--- src/rtl/mem_access_pkg.sv ---
// Shared op codes, bus widths and op classification helpers for the memory stage.
// Imported by mem_access and mem_lane_align.
package mem_access_pkg;

    localparam int ADDR_WIDTH = 32;
    localparam int DATA_WIDTH = 32;

    localparam logic [3:0] MEM_NOP = 4'd0;
    localparam logic [3:0] MEM_LB  = 4'd1;
    localparam logic [3:0] MEM_LH  = 4'd2;
    localparam logic [3:0] MEM_LW  = 4'd3;
    localparam logic [3:0] MEM_LBU = 4'd4;
    localparam logic [3:0] MEM_LHU = 4'd5;
    localparam logic [3:0] MEM_SB  = 4'd6;
    localparam logic [3:0] MEM_SH  = 4'd7;
    localparam logic [3:0] MEM_SW  = 4'd8;

    function automatic logic is_load(input logic [3:0] op);
        return op inside {MEM_LB, MEM_LH, MEM_LW, MEM_LBU, MEM_LHU};
    endfunction

    function automatic logic is_store(input logic [3:0] op);
        return op inside {MEM_SB, MEM_SH, MEM_SW};
    endfunction

    function automatic logic is_misaligned(input logic [3:0] op, input logic [1:0] off);
        logic r;
        case (op)
            MEM_LH, MEM_LHU, MEM_SH: r = off[0];
            MEM_LW, MEM_SW:          r = (off != 2'b00);
            default:                 r = 1'b0;
        endcase
        return r;
    endfunction

endpackage

--- src/rtl/mem_lane_align.sv ---
// Byte-lane steering for stores and lane extraction plus sign/zero extension for loads.
// Latency: purely combinational. Backpressure: none, no state.
// Misaligned halfword/word offsets are truncated to the natural boundary.
module mem_lane_align
    import mem_access_pkg::*;
(
    input  logic [3:0]  op,
    input  logic [1:0]  off,
    input  logic [31:0] st_data,
    input  logic [31:0] rdata,
    output logic [3:0]  sel,
    output logic [31:0] wdata,
    output logic [31:0] ld_data
);

    logic [7:0]  byte_sel;
    logic [15:0] half_sel;

    always_comb begin
        sel   = 4'b0000;
        wdata = st_data;
        case (op)
            MEM_LB, MEM_LBU, MEM_SB: begin
                sel   = 4'b0001 << off;
                wdata = {4{st_data[7:0]}};
            end
            MEM_LH, MEM_LHU, MEM_SH: begin
                sel   = off[1] ? 4'b1100 : 4'b0011;
                wdata = {2{st_data[15:0]}};
            end
            MEM_LW, MEM_SW: sel = 4'b1111;
            default: sel = 4'b0000;
        endcase
    end

    always_comb begin
        byte_sel = rdata[{off, 3'b000} +: 8];
        half_sel = off[1] ? rdata[31:16] : rdata[15:0];
        case (op)
            MEM_LB:  ld_data = {{24{byte_sel[7]}}, byte_sel};
            MEM_LBU: ld_data = {24'd0, byte_sel};
            MEM_LH:  ld_data = {{16{half_sel[15]}}, half_sel};
            MEM_LHU: ld_data = {16'd0, half_sel};
            default: ld_data = rdata;
        endcase
    end

endmodule

--- src/rtl/mem_access.sv ---
// Memory stage: drives loads/stores onto a req/ack data bus and forwards write-back to mem_wb.
// Latency: a memory op stalls 2 cycles plus one per ack wait; non-memory ops pass through combinationally.
// Backpressure: stallreq_o holds the pipeline until the DONE cycle. MEM_MISALIGN_TRAP_EN adds misalign_o.
module mem_access
    import mem_access_pkg::*;
#(
    parameter int ADDR_W = ADDR_WIDTH,
    parameter int DATA_W = DATA_WIDTH
) (
    input  logic              clk_i,
    input  logic              rst_i,
    input  logic [4:0]        reg_waddr_i,
    input  logic              reg_we_i,
    input  logic [DATA_W-1:0] reg_wdata_i,
    input  logic              mem_we_i,
    input  logic [ADDR_W-1:0] mem_addr_i,
    input  logic [DATA_W-1:0] mem_data_i,
    input  logic [3:0]        mem_op_i,
    input  logic              csr_we_i,
    input  logic [11:0]       csr_waddr_i,
    input  logic [DATA_W-1:0] csr_wdata_i,
    output logic              bus_req_o,
    output logic              bus_we_o,
    output logic [ADDR_W-1:0] bus_addr_o,
    output logic [DATA_W-1:0] bus_wdata_o,
    output logic [3:0]        bus_sel_o,
    input  logic              bus_ack_i,
    input  logic [DATA_W-1:0] bus_rdata_i,
    output logic [4:0]        reg_waddr_o,
    output logic              reg_we_o,
    output logic [DATA_W-1:0] reg_wdata_o,
    output logic              csr_we_o,
    output logic [11:0]       csr_waddr_o,
    output logic [DATA_W-1:0] csr_wdata_o,
    output logic              stallreq_o
`ifdef MEM_MISALIGN_TRAP_EN
    ,
    output logic              misalign_o
`endif
);

    localparam logic [1:0] ST_IDLE = 2'd0;
    localparam logic [1:0] ST_BUSY = 2'd1;
    localparam logic [1:0] ST_DONE = 2'd2;

    logic [1:0]        state_q, state_d;
    logic [ADDR_W-1:0] addr_q;
    logic [DATA_W-1:0] wdata_q;
    logic [3:0]        sel_q;
    logic              we_q;
    logic [DATA_W-1:0] ld_q;

    logic [3:0]        lane_sel;
    logic [DATA_W-1:0] lane_wdata;
    logic [DATA_W-1:0] lane_ld;
    logic              misalign;
    logic              mem_active;

`ifdef MEM_MISALIGN_TRAP_EN
    assign misalign   = is_misaligned(mem_op_i, mem_addr_i[1:0]);
    assign misalign_o = misalign;
`else
    assign misalign   = 1'b0;
`endif

    // Trapped misaligned ops never touch the bus and never stall.
    assign mem_active = (mem_op_i != MEM_NOP) && !misalign;

    mem_lane_align u_lane_align (
        .op      (mem_op_i),
        .off     (mem_addr_i[1:0]),
        .st_data (mem_data_i),
        .rdata   (bus_rdata_i),
        .sel     (lane_sel),
        .wdata   (lane_wdata),
        .ld_data (lane_ld)
    );

    always_ff @(posedge clk_i) begin
        if (!rst_i) begin
            state_q <= ST_IDLE;
            addr_q  <= '0;
            wdata_q <= '0;
            sel_q   <= '0;
            we_q    <= 1'b0;
            ld_q    <= '0;
        end else begin
            state_q <= state_d;
            if (state_q == ST_IDLE && mem_active) begin
                addr_q  <= {mem_addr_i[ADDR_W-1:2], 2'b00};
                wdata_q <= lane_wdata;
                sel_q   <= lane_sel;
                we_q    <= mem_we_i && is_store(mem_op_i);
            end
            if (state_q == ST_BUSY && bus_ack_i) begin
                ld_q <= lane_ld;
            end
        end
    end

    always_comb begin
        state_d = state_q;
        case (state_q)
            ST_IDLE: if (mem_active) state_d = ST_BUSY;
            ST_BUSY: if (bus_ack_i)  state_d = ST_DONE;
            ST_DONE: state_d = ST_IDLE;
            default: state_d = ST_IDLE;
        endcase
    end

    always_comb begin
        bus_req_o   = (state_q == ST_BUSY);
        bus_we_o    = we_q;
        bus_addr_o  = addr_q;
        bus_wdata_o = wdata_q;
        bus_sel_o   = sel_q;
        stallreq_o  = mem_active && (state_q != ST_DONE);
    end

    always_comb begin
        reg_waddr_o = '0;
        reg_we_o    = 1'b0;
        reg_wdata_o = '0;
        csr_we_o    = 1'b0;
        csr_waddr_o = '0;
        csr_wdata_o = '0;
        if (rst_i) begin
            reg_waddr_o = reg_waddr_i;
            reg_we_o    = reg_we_i && !stallreq_o && !misalign;
            reg_wdata_o = (is_load(mem_op_i) && state_q == ST_DONE) ? ld_q : reg_wdata_i;
            csr_we_o    = csr_we_i && !stallreq_o;
            csr_waddr_o = csr_waddr_i;
            csr_wdata_o = csr_wdata_i;
        end
    end

endmodule

--- config.mk ---
export PLATFORM = sky130hd
export DESIGN_NAME = mem_access
export DESIGN_NICKNAME = d
export VERILOG_FILES = /design/src/rtl/mem_access_pkg.sv /design/src/rtl/mem_lane_align.sv /design/src/rtl/mem_access.sv
export SDC_FILE = /design/constraint.sdc
export NUM_CORES = 1
export LEC_CHECK = 0
export ABC_CLOCK_PERIOD_IN_PS = 3700
export CORE_AREA = 2 2 132 134
export CTS_BUF_LIST = sky130_fd_sc_hd__clkbuf_16
export CTS_CLUSTER_DIAMETER = 40
export DETAILED_ROUTE_END_ITERATION = 12
export DIE_AREA = 0 0 134 136
export PLACE_DENSITY_LB_ADDON = 0.08
export RECOVER_POWER = 25
export SLEW_MARGIN = 20
export SYNTH_ARGS = -nofsm -noshare
export SYNTH_HDL_FRONTEND = slang
export SYNTH_SLANG_ARGS = --single-unit
export TNS_END_PERCENT = 10
--- constraint.sdc ---
create_clock -name clk_i -period 3.7 [get_ports clk_i]
set_input_delay 1.11 -clock clk_i [delete_from_list [all_inputs] [get_ports clk_i]]
set_output_delay 1.11 -clock clk_i [all_outputs]
set_load 0.02 [all_outputs]
# Word level (Yosys, flattened, before mapping)
# Cells that the tools add are included.
[word_totals]
reg_bits = 101
out_inout_bits = 154
word_cells = 52
[op_classes]
n_eq_ne = 13
n_shift = 2
mux = 15
reduce_logical = 16
[ops]
columns = ["op", "n"]
rows = [
  ["$pmux W32 S4", 1],
  ["$mux W32", 3],
  ["$pmux W32 S2", 1],
  ["$shiftx A32 B6 Y8", 1],
  ["$eq A4 B3 Y1 const B", 4],
  ["$mux W16", 1],
  ["$mux W12", 1],
  ["$pmux W4 S3", 1],
  ["$eq A4 B2 Y1 const B", 2],
  ["$logic_and A1 B1 Y1", 7],
  ["$reduce_or A3 Y1", 2],
  ["$mux W5", 1],
  ["$reduce_bool A5 Y1", 1],
  ["$eq A4 B1 Y1 const B", 1],
  ["$eq A4 B4 Y1 const B", 1],
  ["$mux W2", 2],
  ["$mux W4", 1],
  ["$ne A2 B2 Y1 const B", 2],
  ["$pmux W2 S2", 1],
  ["$reduce_bool A4 Y1", 1],
  ["$shl A1 B2 Y4 const A", 1],
  ["$reduce_bool A3 Y1", 1],
  ["$eq A2 B1 Y1 const B", 1],
  ["$eq A2 B2 Y1 const B", 1],
  ["6 further kinds", 7],
]

# Depth between registers and ports, before layout
# Gate-level depths: netlist (run 1).
[depth]
depth_word = 5
depth_mapped = 8
ltp_nobuf = 5

# Cells and area by module
# Synthesis (run 1) repeated with hierarchy kept, for this count alone.
[hier_totals]
cells_unflattened = 758
area_unflattened_um2 = 6139.6
[by_module_without_submodules]
columns = ["module", "instances", "cells_per_inst", "area_per_inst_um2", "seq_area_each_um2"]
rows = [
  ["mem_access", 1, 615, 4872.2, 2021.9],
  ["mem_lane_align", 1, 143, 1267.5, 0.0],
]

# Least setup slack after synthesis (run 1)
# No wires, ideal clock.
[synth_path]
path_type = "input -> output"
from = "input mem_op_i[2]"
to = "output reg_wdata_o[10]"
arrival_ns = 2.606
path_slack_ns = -0.016
path_stages = 6
n_path_buf = 2
cell_sequence = "or3_1 clkbuf_1 nand2_1 buf_1 nand2_1 a21boi_0"
[synth_via]
elab_chain_cells = 5
[synth_lines]
columns = ["element", "line", "source"]
rows = [
  ["start, declared", "mem_access.sv:18", "input logic [3:0] mem_op_i,"],
  ["$eq A4 B1 Y1, or another cell as far along", "mem_access_pkg.sv:19", "return op inside {MEM_LB, MEM_LH, MEM_LW, MEM_LBU, MEM_LHU};"],
  ["$reduce_bool A5 Y1 (*)", "mem_access_pkg.sv:19", ""],
  ["$logic_and A1 B1 Y1 (*)", "mem_access.sv:130", "reg_wdata_o = (is_load(mem_op_i) && state_q == ST_DONE) ? ld_q : reg_wdata_i;"],
  ["$mux W32 (*)", "mem_access.sv:130", ""],
  ["$mux W32 (*)", "mem_access.sv:127", "if (rst_i) begin"],
  ["end, declared", "mem_access.sv:31", "output logic [DATA_W-1:0] reg_wdata_o,"],
]
# Every way passes the cells marked *; elsewhere a longest branch is shown, timed or not.

# Worst setup path after layout (run 1)
[layout_path]
from = "input mem_op_i[2]"
to = "output csr_we_o"
[layout_via]
elab_chain_cells = 5
[layout_lines]
columns = ["element", "line", "source"]
rows = [
  ["$reduce_bool A4 Y1", "mem_access.sv:67", "assign mem_active = (mem_op_i != MEM_NOP) && !misalign;"],
  ["$logic_and A1 B1 Y1", "mem_access.sv:117", "stallreq_o = mem_active && (state_q != ST_DONE);"],
  ["$logic_not A1 Y1", "mem_access.sv:131", "csr_we_o = csr_we_i && !stallreq_o;"],
  ["$logic_and A1 B1 Y1", "mem_access.sv:131", ""],
  ["$mux W1", "mem_access.sv:127", ""],
  ["end, declared", "mem_access.sv:32", "output logic csr_we_o,"],
]
# No other way between the ends.

==> metrics, run 1 <==
largest fanout of any net on the critical path=5; setup repair after global routing missed its margin=false; detailed router's first-iteration violation count=444; setup clock skew after layout=0.007720 ns; total placed instance area=9215 um2; synthesized cell area=5542 um2; leftover overflow at the end of global routing=0; Hold Violations, Final=0; combinational family with the most area after synthesis=compound AO/OA/AOI/OAI gates; multi-input gate area in the final layout=3259 um2; post-detail-place hpwl=15.74 mm; remaining number of nets flagged by the antenna check after routing=0; Seq/Total Area, Yosys=36.49%; first-pass GRT wire length=32.97 mm; status=finished with violations; die height=136 um; Final setup viols=0; adder and majority cell fraction of the synthesized area=0%; worst min-delay path class=reg -> reg; clock tree from TritonCTS=yes; failing checks=capacitance limit, slew limit; mean area per synthesized cell=7.849 um2; Max IR drop VDD=0.0002805 V; maximum buffer depth of the clock tree=2; max-slew violation total from the final report=92; portion of the clock cycle consumed by the worst path in the final layout=98.05%; Fill cells=1622; CTS HTree Levels=3; type of origin of the critical path=input port; Cell Pwr Density=346.9 nW/um2; endpoint kind of the worst setup timing path=primary output; Area growth, synth to finish=72.32%; WP data required=2.59 ns; final standard cell utilization of the core=56.58%; insertion delay to the later sink of the worst-skew pair=0.35 ns; share of cell area taken by muxes after synthesis=8.715%; Pleak=3.894 nW; slew at the pin closest to its max-slew limit=1.547 ns; fraction of layout cells with a size suffix above 1=11.71%; Layout Cell Area excl Fill=9549 um2; CTS buffer count=9; Core ar.=16880 um2; antenna violations before repair=2; post-synthesis share of cell area spent on and, or, nand and nor gates=22.35%; final critical-path required period=3.628 ns; Syn Inst Count=706; Worst slew margin=-3.114%; number of sinks driven by the clock tree=101; overall fraction of global-route tracks in use=23.05%; warnings from Yosys=0; post-route DRC violation count=0; post-synthesis compound-gate area fraction=26.57%; Die X=134 um; largest area contributor in the netlist=dfxtp_1; largest net degree at the start of global routing=92; IO buf count=338; clock root cell=clkbuf_16; total area of sequential cells=2022 um2; max-cap violation count=1; WP data arrival=2.52 ns; number of nets at the end of the flow=1215; routed vias=6269; vias in the first global route=5992; starting utilization of the core area=32.84%; standard-cell rows=48; top achievable clock speed=275.6 MHz; DRT Wirelength=21.93 mm; largest cells by area after synthesis=dfxtp_1, nand2_1, a21boi_0; CP Class=in -> out; XOR/XNOR Fraction of Synth Area=0.3161%; number of distinct standard cells referenced by the synthesized netlist=47; DR vias/cell=4.979; die area=18220 um2; CTS clk-pin slew, worst paths=0.07 ns; num ports=341; proportion of netlist area held by the largest area contributor=36.49%; weighted congestion at the end of routability-driven global placement=0.8166; hold bufs inserted after CTS=0; final routed wire length divided by cell count=17.42 um; FF+latch count, synth=101; length of the first detailed-routing pass in iterations=5
critical path, stage by stage:
cell and delay [ns]:
dlygate4sd2_1 0.27, or3_4 0.43, buf_6 0.15, o21ai_1 0.12, buf_4 0.14, and3_1 0.18
buf_6 0.12
sequential cells by signal, indices dropped and copies added, names as in the netlist:
name         cells
bus_wdata_o     32
ld_q            32
bus_addr_o      30
bus_sel_o        4
state_q          2
bus_we_o         1
final timing paths:
| kind | from | to | slack, ns | depth (start not counted) |
|---|---|---|---|---|
| setup / recovery | mem_op_i[2] | csr_we_o | 0.07 | 7 |
| hold / removal | bus_addr_o[30] | bus_addr_o[30] | 0.45 | 2 |
| setup reg to reg | state_q[1] | bus_wdata_o[5] | 1.38 | 5 |
| hold reg to reg | bus_addr_o[30] | bus_addr_o[30] | 0.45 | 2 |
layer usage:
metal  share of wire (%)  wire (um)  global-route usage (%)  vias to the layer above
li1                    -          -                       -                     3093
met1                  42       9157                   28.34                     2856
met4                 2.5        546                   7.979                        2
met3                 8.9       1945                   7.084                       41
met5               0.050         11                       0                        -
met2                  47      10270                   38.29                      277
synthesized netlist by cell type, drive strengths merged:
master / number
and2: 51
mux2i: 16
nor3: 10
dfxtp: 101
inv: 3
o21a: 1
o221a: 4
nand2: 185
a222oi: 8
o21bai: 2
xor2: 1
or4b: 1
nor2b: 3
conb: 1
a21o: 1
a211oi: 9
a21oi: 53
or3: 6
nor2: 2
o31ai: 1
clkbuf: 35
nand3b: 2
o211ai: 4
nand3: 4
nand2b: 4
a211o: 1
o21ai: 60
mux4: 8
a31oi: 5
buf: 29
mux2: 12
a22oi: 4
xnor2: 1
nor3b: 3
a21boi: 72
and3: 3
cell usage in the layout (no fill, tap or decap), drive strengths merged, types with 9 or more instances in the layout:
master,count
dfxtp,101
mux2,12
a211oi,9
o21ai,60
nand2,185
buf,70
a21oi,53
a21boi,72
dlygate4sd3,59
and2,51
mux2i,16
nor3,10
clkbuf,10
clkdlybuf4s50,239
kinds of logic (layout without fill, tap and decap cells):
group                  Yosys count  after routing
other                            1              3
AO/OA/AOI/OAI                  225            225
AND/OR/NAND/NOR                274            274
multiplexers                    36             36
buffers and inverters           67            393
XOR/XNOR                         2              2
flip-flops                     101            101
per-stage QoR:
step / std cells / total power [W] / hold WS (ns) / setup TNS [ns] / worst slack (ns)
floorplan: 707 / 0.001756 / 0.5043 / -0.4119 / -0.01648
global placement: 1237 / 0.002319 / 0.4409 / -20.46 / -0.6447
detailed placement: 1237 / 0.002321 / 0.4442 / -21.53 / -0.6665
CTS: 1258 / 0.003379 / 0.4541 / 0 / 0.004027
global route: 1258 / 0.003475 / 0.4634 / 0 / 0.003315
finish: 1259 / 0.003313 / 0.4492 / 0 / 0.07203
final cells by class:
cell class / count / area share (%)
timing repair buffer: 374 / 38.13
multi-input combinational: 539 / 34.13
sequential: 101 / 21.17
tap: 225 / 2.948
clock buffer: 9 / 2.358
clock inverter: 7 / 1.114
inverter: 3 / 0.1179
antenna: 1 / 0.02621
timing repair:
item	CTS	global route
setup endpoints to repair	35	32
gates resized for setup	206	2
pin swaps	3	2
setup buffers	1	0
cloned	4	0
report_power, final:
part           leakage, nW  total [W]  switching (W)  internal, W
Sequential           0.834    0.00124      0.0000487      0.00119
Combinational         2.90    0.00102       0.000511     0.000509
Clock                0.162    0.00106       0.000451     0.000604
Total                 3.89    0.00331        0.00101      0.00230
No activity file was read; power rests on OpenSTA's default activity.
==> run 2, diff against run 1 <==
ABC_AREA = 0   (was default)
CTS_CLUSTER_DIAMETER = default   (was 40)
==> results of run 2 <==
Same layout as run 1: the final DEF is identical, and so are final timing and power.
